**config.mk**
```make
export PLATFORM = sky130hd
export DESIGN_NAME = bg_scroll_gen_flat
export DESIGN_NICKNAME = d
export VERILOG_FILES = /design/src/rtl/bg_scroll_gen_if.sv /design/src/rtl/bg_scroll_gen.sv /design/src/flat_wrapper.sv
export SDC_FILE = /design/constraint.sdc
export NUM_CORES = 1
export LEC_CHECK = 0
export ABC_AREA = 1
export BUFFER_PORTS_ARGS = -buffer_cell sky130_fd_sc_hd__buf_2
export CAP_MARGIN = 0
export CORE_ASPECT_RATIO = 0.9
export CORE_MARGIN = 2
export CORE_UTILIZATION = 35
export DETAILED_ROUTE_END_ITERATION = 6
export GPL_ROUTABILITY_DRIVEN = 0
export PLACE_DENSITY = 0.54
export SLEW_MARGIN = 20
export SYNTH_ARGS = -nofsm -noshare
export SYNTH_HDL_FRONTEND = slang
export SYNTH_SLANG_ARGS = --single-unit
```
**constraint.sdc**
```tcl
create_clock -name clk_25MHz -period 5.5 [get_ports clk_25MHz]
set_input_delay 0.825 -clock clk_25MHz [delete_from_list [all_inputs] [get_ports clk_25MHz]]
set_output_delay 0.825 -clock clk_25MHz [all_outputs]
set_load 0.05 [all_outputs]
```
**src/rtl/bg_scroll_gen_if.sv**
```systemverilog
// bg_scroll_gen_if: raster/control inputs and ROM-side outputs of the background scroll generator
//   h_cnt, v_cnt : raster position from the VGA timing counter
//   pause, dir   : scroll hold and direction controls
//   addr         : background ROM address
//   in_win       : window flag aligned to ROM data
//   ofs          : current scroll offset row
`timescale 1ns/1ps
interface bg_scroll_gen_if #(
    parameter int ADDR_W = 17,
    parameter int OFS_W  = 10
);
    logic [9:0]        h_cnt;
    logic [9:0]        v_cnt;
    logic              pause;
    logic              dir;
    logic [ADDR_W-1:0] addr;
    logic              in_win;
    logic [OFS_W-1:0]  ofs;

    modport master (output h_cnt, v_cnt, pause, dir, input addr, in_win, ofs);
    modport slave  (input h_cnt, v_cnt, pause, dir, output addr, in_win, ofs);
endinterface

```
**src/rtl/bg_scroll_gen.sv**
```systemverilog
// bg_scroll_gen: vertically scrolling background ROM address generator for the VGA pixel path
//   clk_25MHz : pixel clock, the only clock
//   rst       : asynchronous active-high reset
//   bus       : bg_scroll_gen_if.slave (h_cnt, v_cnt, pause, dir in; addr, in_win, ofs out)
//   BG_SCROLL_DIR_EN : when defined, dir selects step-up/step-down; otherwise only step-down is built
`timescale 1ns/1ps
module bg_scroll_gen #(
    parameter int WIN_X0      = 160,
    parameter int WIN_W       = 320,
    parameter int IMG_W       = 160,
    parameter int IMG_H       = 558,
    parameter int SCALE_SHIFT = 1,
    parameter int ADDR_W      = 17,
    parameter int OFS_W       = 10,
    parameter int TICK_DIV    = 4194304,
    parameter int ROM_LAT     = 1
) (
    input logic          clk_25MHz,
    input logic          rst,
    bg_scroll_gen_if.slave bus
);
    localparam int TW = $clog2(TICK_DIV);
    localparam int CW = $clog2(IMG_W);
    localparam int D  = ROM_LAT + 1;

    logic [TW-1:0]     tcnt_q, tcnt_d;
    logic              pend_q, pend_d;
    logic [OFS_W-1:0]  ofs_q, ofs_d, ofs_dn, ofs_nx;
    logic              tick, fstart, step, win;
    logic [CW-1:0]     col_q, col_d, col2_q;
    logic [OFS_W:0]    rsum_q, rsum_d;
    logic [OFS_W-1:0]  row_q, row_d;
    logic              w1_q, w2_q;
    logic [ADDR_W-1:0] addr_q, addr_d;
    logic [D-1:0]      wd_q;

    always_comb begin
        tick   = tcnt_q == TW'(TICK_DIV - 1);
        tcnt_d = tick ? '0 : tcnt_q + 1'b1;
        fstart = (bus.h_cnt == '0) && (bus.v_cnt == '0);
        // Ticks collapse into one pending step; pause discards it outright.
        pend_d = (bus.pause || fstart) ? 1'b0 : (tick ? 1'b1 : pend_q);
        step   = fstart && (pend_q || tick) && !bus.pause;
        ofs_dn = (ofs_q == '0) ? OFS_W'(IMG_H - 1) : ofs_q - 1'b1;
        ofs_d  = step ? ofs_nx : ofs_q;
    end

`ifdef BG_SCROLL_DIR_EN
    logic [OFS_W-1:0] ofs_up;
    assign ofs_up = (ofs_q == OFS_W'(IMG_H - 1)) ? '0 : ofs_q + 1'b1;
    assign ofs_nx = bus.dir ? ofs_up : ofs_dn;
`else
    logic unused_dir;
    assign unused_dir = bus.dir;
    assign ofs_nx     = ofs_dn;
`endif

    always_comb begin
        win    = (bus.h_cnt >= 10'(WIN_X0)) && (bus.h_cnt < 10'(WIN_X0 + WIN_W));
        col_d  = CW'((bus.h_cnt - 10'(WIN_X0)) >> SCALE_SHIFT);
        // Stage 1 reads ofs_q, so the frame-start update only affects the next frame.
        rsum_d = (OFS_W + 1)'(bus.v_cnt >> SCALE_SHIFT) + {1'b0, ofs_q};
        // rsum < 2*IMG_H, so one conditional subtract replaces a modulo.
        row_d  = (rsum_q >= (OFS_W + 1)'(IMG_H)) ? OFS_W'(rsum_q - (OFS_W + 1)'(IMG_H))
                                                 : rsum_q[OFS_W-1:0];
        addr_d = w2_q ? ADDR_W'(row_q) * ADDR_W'(IMG_W) + ADDR_W'(col2_q) : '0;
    end

    always_ff @(posedge clk_25MHz or posedge rst) begin
        if (rst) begin
            tcnt_q <= '0;
            pend_q <= 1'b0;
            ofs_q  <= OFS_W'(IMG_H - 1);
            col_q  <= '0;
            rsum_q <= '0;
            w1_q   <= 1'b0;
            row_q  <= '0;
            col2_q <= '0;
            w2_q   <= 1'b0;
            addr_q <= '0;
            wd_q   <= '0;
        end else begin
            tcnt_q <= tcnt_d;
            pend_q <= pend_d;
            ofs_q  <= ofs_d;
            col_q  <= col_d;
            rsum_q <= rsum_d;
            w1_q   <= win;
            row_q  <= row_d;
            col2_q <= col_q;
            w2_q   <= w1_q;
            addr_q <= addr_d;
            // One stage to match the address register, ROM_LAT more for the ROM itself.
            wd_q   <= D'({wd_q, w2_q});
        end
    end

    assign bus.addr   = addr_q;
    assign bus.in_win = wd_q[D-1];
    assign bus.ofs    = ofs_q;
endmodule

```
**src/flat_wrapper.sv**
```systemverilog
// flat-port wrapper written by rule: the top's interface ports become plain ports
module bg_scroll_gen_flat 
#(
    parameter int WIN_X0      = 160,
    parameter int WIN_W       = 320,
    parameter int IMG_W       = 160,
    parameter int IMG_H       = 558,
    parameter int SCALE_SHIFT = 1,
    parameter int ADDR_W      = 17,
    parameter int OFS_W       = 10,
    parameter int TICK_DIV    = 4194304,
    parameter int ROM_LAT     = 1
)
  (clk_25MHz, rst, bus_h_cnt, bus_v_cnt, bus_pause, bus_dir, bus_addr, bus_in_win, bus_ofs);
  bg_scroll_gen_if #(.ADDR_W(ADDR_W), .OFS_W(OFS_W)) bus_i ();
  input logic clk_25MHz;
  input logic rst;
  input wire logic [$bits(bus_i.h_cnt)-1:0] bus_h_cnt;
  input wire logic [$bits(bus_i.v_cnt)-1:0] bus_v_cnt;
  input wire logic [$bits(bus_i.pause)-1:0] bus_pause;
  input wire logic [$bits(bus_i.dir)-1:0] bus_dir;
  output wire logic [$bits(bus_i.addr)-1:0] bus_addr;
  output wire logic [$bits(bus_i.in_win)-1:0] bus_in_win;
  output wire logic [$bits(bus_i.ofs)-1:0] bus_ofs;
  assign bus_i.h_cnt = bus_h_cnt;
  assign bus_i.v_cnt = bus_v_cnt;
  assign bus_i.pause = bus_pause;
  assign bus_i.dir = bus_dir;
  assign bus_addr = bus_i.addr;
  assign bus_in_win = bus_i.in_win;
  assign bus_ofs = bus_i.ofs;
  bg_scroll_gen #(.WIN_X0(WIN_X0), .WIN_W(WIN_W), .IMG_W(IMG_W), .IMG_H(IMG_H), .SCALE_SHIFT(SCALE_SHIFT), .ADDR_W(ADDR_W), .OFS_W(OFS_W), .TICK_DIV(TICK_DIV), .ROM_LAT(ROM_LAT)) u_core (.clk_25MHz(clk_25MHz), .rst(rst), .bus(bus_i));
endmodule
```
==> impl_metrics.py <==
metrics = {
    "sta": {
        "tightest_slew_ps": 794,
        "min_period_ps": 2630,
        "slew_headroom_pct": 47.0,
        "holdWs_ps": 348,
        "tns_ps": 0,
        "finalHoldViolCount": 0,
        "finalMaxSlewViolations": 0,
        "skew_ps": 7.58,
        "fin_crit_sh_pct": 47.8,
        "finalSetupViolCount": 0,
        "rsz0062_at_grt": "false",
        "max_clock_freq_mhz": 380,
        "setup_ws_ps": 2870,
    },
    "critical_path": {
        "setup.worst_path.end": "u_core.bus.addr[16]",
        "crit_arrival_ps": 2910,
        "slowest_delay_ps": 580,
        "path_cells": "ha_1 > ha_1 > fa_1 > nand2_1 > nor2_1 > nand2_1 > nand2_1 > nand3_1 > nor2_1 > nand3_1 > nand2_1 > inv_1 > nor2_1",
        "reg2reg_to": "u_core.bus.addr[16]",
        "reg2reg_slack_ps": 2870,
        "critPathSlowestCell": "fa_1",
        "endpoint_kind": "flop",
        "worstSetupPathDepth": 13,
        "crit_start": "u_core.row_q[1]",
        "cp_top_family": "adder cells",
        "crit_fanout": 5,
        "crit_buf_inv": 1,
        "cp.required_ps": 5780,
        "crit_type": "flop to flop",
        "start_kind": "flop",
        "ff2ff_path_depth": 13,
        "crit_path_frequent_cell": "nand2_1",
        "r2r-start": "u_core.row_q[1]",
    },
    "logic_synthesis": {
        "synthesis.area_sq_um": 5000,
        "synthFlopType": "dfrtp_1",
        "synth_top_family_by_area": "simple AND/OR/NAND/NOR gates",
        "ys_seq_area_share_pct": 45.7,
        "synth_compound_area_share_pct": 5.86,
        "async_flop_share_pct": 100,
        "synth_cell_types": 40,
        "synth_simple_gate_area_share_pct": 26.3,
        "synthCells": 580,
        "synth_xor_area_share_pct": 6.13,
        "syn_area_per_cell_sq_um": 8.62,
        "synth-edff-count": 0,
        "synth_fp_nets": 640,
        "yosysWarnings": 0,
        "synthAdderAreaFrac_pct": 9.46,
        "synthMuxAreaShare_pct": 0,
        "ys_ff_latch": 91,
    },
    "cts": {
        "cts.repair_timing.setup_buffer_count": 0,
        "clk_pin_slew_worst_paths_ps": 70,
        "cts_hold_buf": 0,
        "cts_tree": "built",
        "cts_root_buf": "clkbuf_16",
        "clock-sinks": 91,
        "cts_buffers": 9,
        "cts_buffer_depth": 2,
        "clock_latency_ps": 350,
        "htree_levels": 3,
        "cts_resized": 0,
    },
    "floorplan": {
        "initial_core_util_pct": 35.7,
        "die-area_sq_um": 15300,
        "die_h_microns": 117,
        "core_area_sq_um": 14000,
        "die_w_microns": 130,
        "std_cell_rows": 41,
        "pin_count": 52,
    },
    "placement": {
        "portBuffers": 50,
        "place_hpwl_microns": 7260,
        "dpl-instance-area_sq_um": 5470,
        "dp_slack_ps": 2900,
    },
    "routing": {
        "drtIter0Drc": 225,
        "first_pass_iters": 4,
        "vias": 3890,
        "drc": 0,
        "wl_per_cell_microns": 11.4,
        "viasPerCell": 4.65,
        "postRouteAntennaNets": 0,
        "drt-total-wl_microns": 9580,
    },
    "global_route": {
        "grt-busiest-layer": "met2",
        "use_met2_pct": 21.3,
        "grt_max_degree": 63,
        "use_met1_pct": 18.4,
        "grt_overflow": 0,
        "use_met3_pct": 4.47,
        "antenna_found_initial": 0,
        "grt_pass1_vias": 3786,
        "track_usage_pct": 13.7,
        "grt_pass1_wl_microns": 16900,
    },
    "pwr": {
        "combPwrFrac_pct": 13.8,
        "power_density_nw_per_um2": 273,
        "clkPwrFrac_pct": 41.1,
        "p_switching_uw": 452,
        "swShare_pct": 28.5,
        "internal-power_mw": 1.13,
        "p_leak_nw": 3.05,
        "seqPwrFrac_pct": 45.1,
        "vdd_drop_max_mv": 0.186,
    },
    "flow_run": {
        "max_cap_viol_count": 0,
    },
    "finish": {
        "layout-drive-gt1-share_pct": 13.8,
        "fin_nets": 699,
        "finalInstanceArea_sq_um": 5790,
        "antenna_cells": 0,
        "final_common_cell": "nand2_1",
        "syn_to_final_growth_pct": 15.9,
        "layout_common_cells": "nand2_1, dfrtp_1, inv_1",
    },
    "status": {
        "outcome": "finished, final reports clean",
    },
    "hold_path": {
        "hp-class": "flop to flop",
    },
}
kinds of logic after synthesis:
logic type / after synthesis
xor gates and xnor gates: 35
adders and majority gates: 36
AOI/OAI and AO/OA: 53
and+or+nand+nor: 282
buffers and inverters: 83
DFF: 91
power groups by stage:
stage | Clock, mW | Sequential [mW] | Combinational (mW)
after global routing | 0.706 | 0.717 | 0.248
final | 0.651 | 0.713 | 0.219
after floorplan | 0 | 0.774 | 0.118
after global placement | 0 | 0.726 | 0.218
after detailed placement | 0 | 0.727 | 0.221
after CTS | 0.677 | 0.714 | 0.222
registers in the layout (all words and copies together), names as in the netlist, 2 cells and up:
name,count
u_core.tcnt_q,22
u_core.row_q,10
u_core.wd_q,2
u_core.col2_q,8
u_core.rsum_q,11
u_core.col_q,8
u_core.bus.ofs,10
u_core.bus.addr,17
area by class of cell:
class	instances	area [sq um]
Clock buffer	9	225
Multi-Input combinational cell	406	2390
Tap cell	193	241
Clock inverter	7	96.3
Sequential cell	91	2280
Timing Repair Buffer	51	258
Inverter	80	302
Fill cell	1371	8210
worst reg2reg max path, stage by stage (launching register included):
cell	delay, ps
dfrtp_1	420
ha_1	310
ha_1	240
fa_1	580
nand2_1	70
nor2_1	80
nand2_1	60
nand2_1	110
nand3_1	130
nor2_1	260
nand3_1	120
nand2_1	80
inv_1	30
nor2_1	90
routing by layer:
metal | up-vias | routed length (microns)
met5 | - | 0
met4 | 0 | 65
met3 | 4 | 408
met2 | 66 | 4470
met1 | 1805 | 4630
li1 | 2015 | -
worst min path at each step:
stage	end	cells after the start	slack (ps)	start
floorplan	u_core.col2_q[0]	0	330	u_core.col_q[0]
global placement	u_core.wd_q[1]	0	330	u_core.wd_q[0]
detailed placement	u_core.col2_q[0]	0	330	u_core.col_q[0]
CTS	u_core.col2_q[5]	0	350	u_core.col_q[5]
global route	u_core.col2_q[5]	0	360	u_core.col_q[5]
finish	u_core.col2_q[7]	0	350	u_core.col_q[7]
synthesized netlist by cell type, types with 3 or more instances:
cell / n / area, sq um
ha_1: 33 / 413
nand3_1: 41 / 205
nand4_1: 23 / 144
xor2_1: 25 / 219
nor2_1: 58 / 218
o211ai_1: 3 / 22.5
dfrtp_1: 86 / 2150
o21ai_0: 20 / 100
nor3_1: 10 / 50.1
inv_1: 78 / 293
fa_1: 3 / 60.1
dfstp_2: 5 / 131
nand3b_1: 4 / 30.0
a21oi_1: 22 / 110
xnor2_1: 10 / 87.6
nand2_1: 131 / 492
per-stage QoR:
stage,util [%],power [mW],instances
after floorplan,-,0.892,580
after global placement,39.1,0.944,821
after detailed placement,39.1,0.948,821
after CTS,41.4,1.61,837
after global routing,41.4,1.67,837
final,41.4,1.58,837
(Power assumes the default switching activity.)
